## src/rtl/haru_axis_pkg.sv

```systemverilog
// Shared definitions for the AXI-Stream return-path blocks:
// default widths, scheduler state type and grant-index width helper.
package haru_axis_pkg;

  localparam int unsigned DEF_AXIS_DATA_WIDTH = 32;
  localparam int unsigned DEF_FIFO_DATA_WIDTH = 32;
  localparam int unsigned DEF_AXIS_DEST_WIDTH = 4;
  localparam int unsigned DEF_NUM_FIFOS       = 2;
  localparam int unsigned DEF_PKT_LEN_WIDTH   = 16;

  // Packet scheduler states; encodings fixed for compatibility with existing dumps.
  typedef enum logic [0:0] {
    IDLE   = 1'b0,
    STREAM = 1'b1
  } state_t;

  // Bits needed to hold an index in [0, n-1]; never less than one bit.
  function automatic int unsigned idx_width(input int unsigned n);
    int unsigned w;
    w = 1;
    for (int unsigned p = 2; p < n; p = p << 1) begin
      w++;
    end
    return w;
  endfunction

endpackage

```

## src/rtl/rr_arbiter.sv

```systemverilog
// Combinational round-robin picker: first requester at or after ptr,
// wrapping around. Produces one-hot grant, its index and a valid flag.
module rr_arbiter #(
  parameter int unsigned N  = 2,
  parameter int unsigned IW = 1
) (
  input  logic [N-1:0]  req,
  input  logic [IW-1:0] ptr,
  output logic [N-1:0]  grant_onehot,
  output logic [IW-1:0] grant_idx,
  output logic          grant_valid
);

  logic [IW-1:0] pos;

  // Scan requesters starting at ptr; the first hit wins.
  always_comb begin
    grant_onehot = '0;
    grant_idx    = '0;
    grant_valid  = 1'b0;
    pos          = '0;
    for (int unsigned k = 0; k < N; k++) begin
      pos = IW'((32'(ptr) + k) % N);
      if (!grant_valid && req[pos]) begin
        grant_valid       = 1'b1;
        grant_idx         = pos;
        grant_onehot[pos] = 1'b1;
      end
    end
  end

endmodule

```

## src/rtl/s2mm_packet_arbiter.sv

```systemverilog
// Return-path scheduler: shares one AXI-Stream S2MM port between several
// FWFT result FIFOs. Round-robin at packet granularity, fixed-length
// packets tagged with tdest = channel index and tlast on the final word.
module s2mm_packet_arbiter
  import haru_axis_pkg::*;
#(
  parameter int unsigned AXIS_DATA_WIDTH = DEF_AXIS_DATA_WIDTH,
  parameter int unsigned FIFO_DATA_WIDTH = DEF_FIFO_DATA_WIDTH,
  parameter int unsigned AXIS_DEST_WIDTH = DEF_AXIS_DEST_WIDTH,
  parameter int unsigned NUM_FIFOS       = DEF_NUM_FIFOS,
  parameter int unsigned PKT_LEN_WIDTH   = DEF_PKT_LEN_WIDTH
) (
  input  logic                                 clk,
  input  logic                                 rstn,
  input  logic [NUM_FIFOS-1:0]                 chan_en,
  input  logic [PKT_LEN_WIDTH-1:0]             cfg_pkt_len,
  input  logic [NUM_FIFOS-1:0]                 fifo_empty,
  input  logic [NUM_FIFOS*FIFO_DATA_WIDTH-1:0] fifo_data,
  output logic [NUM_FIFOS-1:0]                 fifo_rden,
  output logic [AXIS_DATA_WIDTH-1:0]           DST_AXIS_tdata,
  output logic [AXIS_DEST_WIDTH-1:0]           DST_AXIS_tdest,
  output logic                                 DST_AXIS_tlast,
  output logic                                 DST_AXIS_tvalid,
  input  logic                                 DST_AXIS_tready,
  output logic                                 busy
);

  localparam int unsigned IW = idx_width(NUM_FIFOS);

  state_t                     state;
  logic [NUM_FIFOS-1:0]       req;
  logic [NUM_FIFOS-1:0]       arb_onehot;
  logic [IW-1:0]              arb_idx;
  logic                       arb_valid;
  logic [NUM_FIFOS-1:0]       grant_onehot;
  logic [IW-1:0]              grant_idx;
  logic [IW-1:0]              rr_ptr;
  logic [PKT_LEN_WIDTH-1:0]   cnt;
  logic [FIFO_DATA_WIDTH-1:0] head;
  logic                       pop;

  assign req = chan_en & ~fifo_empty;

  rr_arbiter #(
    .N  (NUM_FIFOS),
    .IW (IW)
  ) u_rr_arbiter (
    .req          (req),
    .ptr          (rr_ptr),
    .grant_onehot (arb_onehot),
    .grant_idx    (arb_idx),
    .grant_valid  (arb_valid)
  );

  // FWFT head of the granted FIFO.
  always_comb begin
    head = '0;
    for (int unsigned i = 0; i < NUM_FIFOS; i++) begin
      if (grant_idx == IW'(i)) begin
        head = fifo_data[i*FIFO_DATA_WIDTH +: FIFO_DATA_WIDTH];
      end
    end
  end

  // Pop only while streaming, the granted FIFO has data and the output slot is free.
  assign pop       = (state == STREAM) && |(grant_onehot & ~fifo_empty) &&
                     (!DST_AXIS_tvalid || DST_AXIS_tready);
  assign fifo_rden = pop ? grant_onehot : '0;
  assign busy      = (state == STREAM) || DST_AXIS_tvalid;

  // Packet FSM: arbitrate in IDLE, count words of the granted packet in STREAM.
  always_ff @(posedge clk or negedge rstn) begin
    if (!rstn) begin
      state        <= IDLE;
      grant_idx    <= '0;
      grant_onehot <= '0;
      rr_ptr       <= '0;
      cnt          <= '0;
    end else begin
      case (state)
        IDLE: begin
          if (arb_valid) begin
            grant_idx    <= arb_idx;
            grant_onehot <= arb_onehot;
            cnt          <= (cfg_pkt_len == '0) ? '0 : cfg_pkt_len - 1'b1;
            rr_ptr       <= (arb_idx == IW'(NUM_FIFOS - 1)) ? '0 : arb_idx + 1'b1;
            state        <= STREAM;
          end
        end
        STREAM: begin
          if (pop) begin
            if (cnt == '0) begin
              state <= IDLE;
            end else begin
              cnt <= cnt - 1'b1;
            end
          end
        end
        default: state <= IDLE;
      endcase
    end
  end

  // Single-entry output register; loads on pop, clears when accepted without refill.
  always_ff @(posedge clk or negedge rstn) begin
    if (!rstn) begin
      DST_AXIS_tdata  <= '0;
      DST_AXIS_tdest  <= '0;
      DST_AXIS_tlast  <= 1'b0;
      DST_AXIS_tvalid <= 1'b0;
    end else if (pop) begin
      DST_AXIS_tdata  <= AXIS_DATA_WIDTH'(head);
      DST_AXIS_tdest  <= AXIS_DEST_WIDTH'(grant_idx);
      DST_AXIS_tlast  <= (cnt == '0);
      DST_AXIS_tvalid <= 1'b1;
    end else if (DST_AXIS_tvalid && DST_AXIS_tready) begin
      DST_AXIS_tvalid <= 1'b0;
    end
  end

endmodule

```

## config.mk

```make
export PLATFORM = sky130hd
export DESIGN_NAME = s2mm_packet_arbiter
export DESIGN_NICKNAME = d
export VERILOG_FILES = /design/src/rtl/haru_axis_pkg.sv /design/src/rtl/rr_arbiter.sv /design/src/rtl/s2mm_packet_arbiter.sv
export SDC_FILE = /design/constraint.sdc
export NUM_CORES = 1
export LEC_CHECK = 0
export ABC_AREA = 1
export CAP_MARGIN = 25
export CORE_MARGIN = 2
export CORE_UTILIZATION = 60
export CTS_BUF_LIST = sky130_fd_sc_hd__clkbuf_4
export DETAILED_ROUTE_END_ITERATION = 10
export DONT_BUFFER_PORTS = 1
export GPL_TIMING_DRIVEN = 0
export HOLD_SLACK_MARGIN = 0.06
export PLACE_DENSITY = 0.76
export SLEW_MARGIN = 20
export SYNTH_ARGS = -nofsm -noshare
export SYNTH_HDL_FRONTEND = slang
export SYNTH_SLANG_ARGS = --single-unit
```

## constraint.sdc

```tcl
create_clock -name clk -period 1.8 [get_ports clk]
set_input_delay 0.27 -clock clk [delete_from_list [all_inputs] [get_ports clk]]
set_output_delay 0.27 -clock clk [all_outputs]
set_load 0.01 [all_outputs]
```

==> metrics.yaml <==
p_int_mw: 3.08
clockRootBuffer: "clkbuf_4"
h-tree-depth: 2
grt_max_degree: 57
timing.rr.start: "grant_onehot[0]$_DFFE_PN0P_"
port_buffers: 0
async_flop_share_pct: 100
ios: 128
critPathCaptureType: "output port"
worstMarginPinSlew_ns: 0.508
multi_input_area_sq_um: 1820
fin_area_sq_um: 4220
p_seq_share_pct: 41.7
area_growth_syn_to_layout_pct: 21.5
gp_congestion: 0.866
holdWs_ns: 0.0673
crit_path_end: "busy"
startpoint_type: "flop"
slowest_stage: "dfrtp_1"
drt_iter0_drc: 275
worstPathArrival_ns: 1.44
rr_worst_depth: 6
core-area_sq_um: 5540
clk_pin_slew_ns: 0.16
grt_pass1_wl_mm: 14.7
cts_made_buffers: 5
post-route-util_pct: 76.2
relSlewSlack_pct: 66.2
syn_area_per_cell_sq_um: 6.86
finalHoldViolations: 0
num_rows: 27
seq_area_sq_um: 1400
path_class: "reg -> out"
synth-main-ff-cell: "dfrtp_1"
track_usage_pct: 29.5
initial_core_util_pct: 62.8
max_stage_delay_ns: 0.43
diodes: 0
path_cells: "buf_2 -> or2_2"
synthDistinctLibCells: 29
fmax_ghz: 0.583
status: "completed"
grt_pass1_vias: 3301
die_w_microns: 80.1
synth_area_sq_um: 3480
setup_viol: 0
max-cap-violations: 0
drt-total-wl_mm: 9.68
crit_start: "state$_DFF_PN0_"
power.leakage_nw: 2.10
drc_errors: 0
cts_tree: "built"
clock-sinks: 56
dpl_cell_area_sq_um: 3570
antenna_found_initial: 0
ys_ff_latch: 56
synthCells: 507
drive_above_1_share_pct: 7.52
swShare_pct: 48.8
reg2reg_slack_ns: 0.15
finClkSkew_ns: 0.0161
critPathMaxFanout: 19
place_hpwl_mm: 6.13
routedWlPerCell_microns: 15.0
drv_slew: 0
synth-edff-count: 0
period_share_pct: 95.2
finalCriticalPeriod_ns: 1.71
nFillCells: 421
cellPowerDensity_nw_per_um2: 1420
worstPathRequired_ns: 1.53
ir_drop_mv: 0.967
seq_area_frac_synth_pct: 40.3
grt.overflow.total: 0
clock_latency_ns: 0.39
switchingPower_mw: 2.93
dieArea_sq_um: 6420
drtPass1Iterations: 5
via_per_inst: 5.45
r2r-end: "DST_AXIS_tdata[27]$_DFFE_PN0N_"
die_h_microns: 80.1
ant_nets: 0
clock_power_share_pct: 9.4
hp-class: "in -> reg"
power_frac_comb_pct: 48.9
yosys_warnings: 0
fin_nets: 661
vias: 3511
clockBufferDepth: 2
per-layer routing:
| layer | track usage, % | wire length [microns] | up-vias | share of wire (%) |
|---|---|---|---|---|
| li1 | - | - | 1712 | - |
| met1 | 35.3 | 3870 | 1604 | 40 |
| met2 | 52.1 | 4850 | 170 | 50 |
| met3 | 6.63 | 730 | 25 | 7.5 |
| met4 | 10.5 | 228 | 0 | 2.4 |
| met5 | 0 | 0 | - | 0 |
power groups by stage:
stage          clock network (mW)  logic, mW  registers, mW
6_report                    0.567       2.94           2.50
5_1_grt                     0.632       3.33           2.58
2_1_floorplan                   0       2.15           2.38
3_3_place_gp                    0       2.54           2.51
4_1_cts                     0.573       2.76           2.49
3_5_place_dp                    0       2.65           2.51
critical path: cells and delay by family (launching register included):
family | cells | cell delay, ns
flip-flops | 1 | 0.43
AND/OR/NAND/NOR | 1 | 0.37
buffers and inverters | 1 | 0.26
final cells by class:
| class | count | area share [%] |
|---|---|---|
| Buffer | 20 | 2.52 |
| Multi-Input combinational cell | 389 | 43.1 |
| Clock buffer | 5 | 0.889 |
| Sequential cell | 56 | 33.2 |
| Tap cell | 72 | 2.13 |
| Inverter | 42 | 3.79 |
| Timing Repair Buffer | 57 | 14.0 |
| Clock inverter | 3 | 0.415 |
cells in the mapped netlist, types with 2 or more instances:
| cell | number | area [sq um] |
|---|---|---|
| ha_1 | 3 | 37.5 |
| nor2_1 | 107 | 402 |
| inv_1 | 39 | 146 |
| o21bai_1 | 2 | 15.0 |
| o21ai_0 | 11 | 55.1 |
| dfrtp_1 | 56 | 1400 |
| buf_6 | 2 | 22.5 |
| o31ai_1 | 32 | 240 |
| nand2_1 | 164 | 616 |
| buf_2 | 2 | 10.0 |
| nor2_2 | 11 | 68.8 |
| xnor2_1 | 2 | 17.5 |
| nand2_2 | 4 | 25.0 |
| clkbuf_1 | 14 | 52.6 |
| nand3_1 | 35 | 175 |
| buf_4 | 4 | 30.0 |
| xor2_1 | 7 | 61.3 |
repair_timing:
action                                  4_1_cts  5_1_grt
endpoints found under the setup margin        3        2
resized for setup                             1        2
hold endpoints to repair                     85        8
pin swaps                                     1        1
hold buffers                                 45        8
buffers inserted                              2        2
sequential cells by signal, summed over array words and instances, names as in the netlist:
register	count
DST_AXIS_tdata	32
cnt	16
grant_onehot	2
DST_AXIS_tdest	1
DST_AXIS_tlast	1
DST_AXIS_tvalid	1
grant_idx	1
rr_ptr	1
state	1
how the worst min path moves through the flow:
stage / startpoint / end / slack [ns] / depth (start not counted)
2_1_floorplan: rstn / DST_AXIS_tdata[0]$_DFFE_PN0N_ / -0.03 / 0
3_3_place_gp: rstn / DST_AXIS_tdata[12]$_DFFE_PN0N_ / -0.02 / 0
3_5_place_dp: rstn / DST_AXIS_tdata[12]$_DFFE_PN0N_ / -0.02 / 0
4_1_cts: fifo_data[34] / DST_AXIS_tdata[2]$_DFFE_PN0N_ / 0.06 / 2
5_1_grt: fifo_data[56] / DST_AXIS_tdata[24]$_DFFE_PN0N_ / 0.07 / 2
6_report: fifo_data[29] / DST_AXIS_tdata[29]$_DFFE_PN0N_ / 0.07 / 2
per-stage QoR:
| stage | setup TNS, ns | power [mW] | std cells | setup WS (ns) |
|---|---|---|---|---|
| after global placement | 0 | 5.05 | 581 | 0.239 |
| final | 0 | 6.01 | 644 | 0.0858 |
| after floorplan | 0 | 4.53 | 509 | 0.386 |
| after global routing | -0.00511 | 6.54 | 644 | -0.00511 |
| after detailed placement | 0 | 5.16 | 581 | 0.214 |
| after CTS | -0.0421 | 5.82 | 634 | -0.0226 |
cell families (layout without fill, tap and decap cells):
| family | after synthesis | in the layout | share of synthesized area [%] |
|---|---|---|---|
| DFF | 56 | 56 | 40.3 |
| and+or+nand+nor | 327 | 327 | 38.8 |
| other | 1 | 3 | 0.108 |
| adders and majority gates | 3 | 3 | 1.08 |
| buffers and inverters | 64 | 127 | 7.92 |
| xor gates and xnor gates | 9 | 9 | 2.27 |
| AOI/OAI and AO/OA | 47 | 47 | 9.57 |
layout by cell type (no fill, tap or decap), types with 2 or more instances in the layout:
cell type / Yosys / layout
buf_6: 2 / 2
o31ai_1: 32 / 32
dfrtp_1: 56 / 56
inv_1: 39 / 39
o21bai_1: 2 / 2
xor2_1: 7 / 7
nand3_1: 35 / 35
buf_4: 4 / 7
xnor2_1: 2 / 2
nor2_1: 107 / 105
nand2_1: 164 / 164
dlygate4sd3_1: 0 / 52
clkbuf_4: 0 / 5
nand2_2: 4 / 4
clkbuf_1: 14 / 13
ha_1: 3 / 3
clkinv_1: 1 / 2
conb_1: 1 / 3
nor2_2: 11 / 13
o21ai_0: 11 / 11
Power figures use the tool's default switching activity.
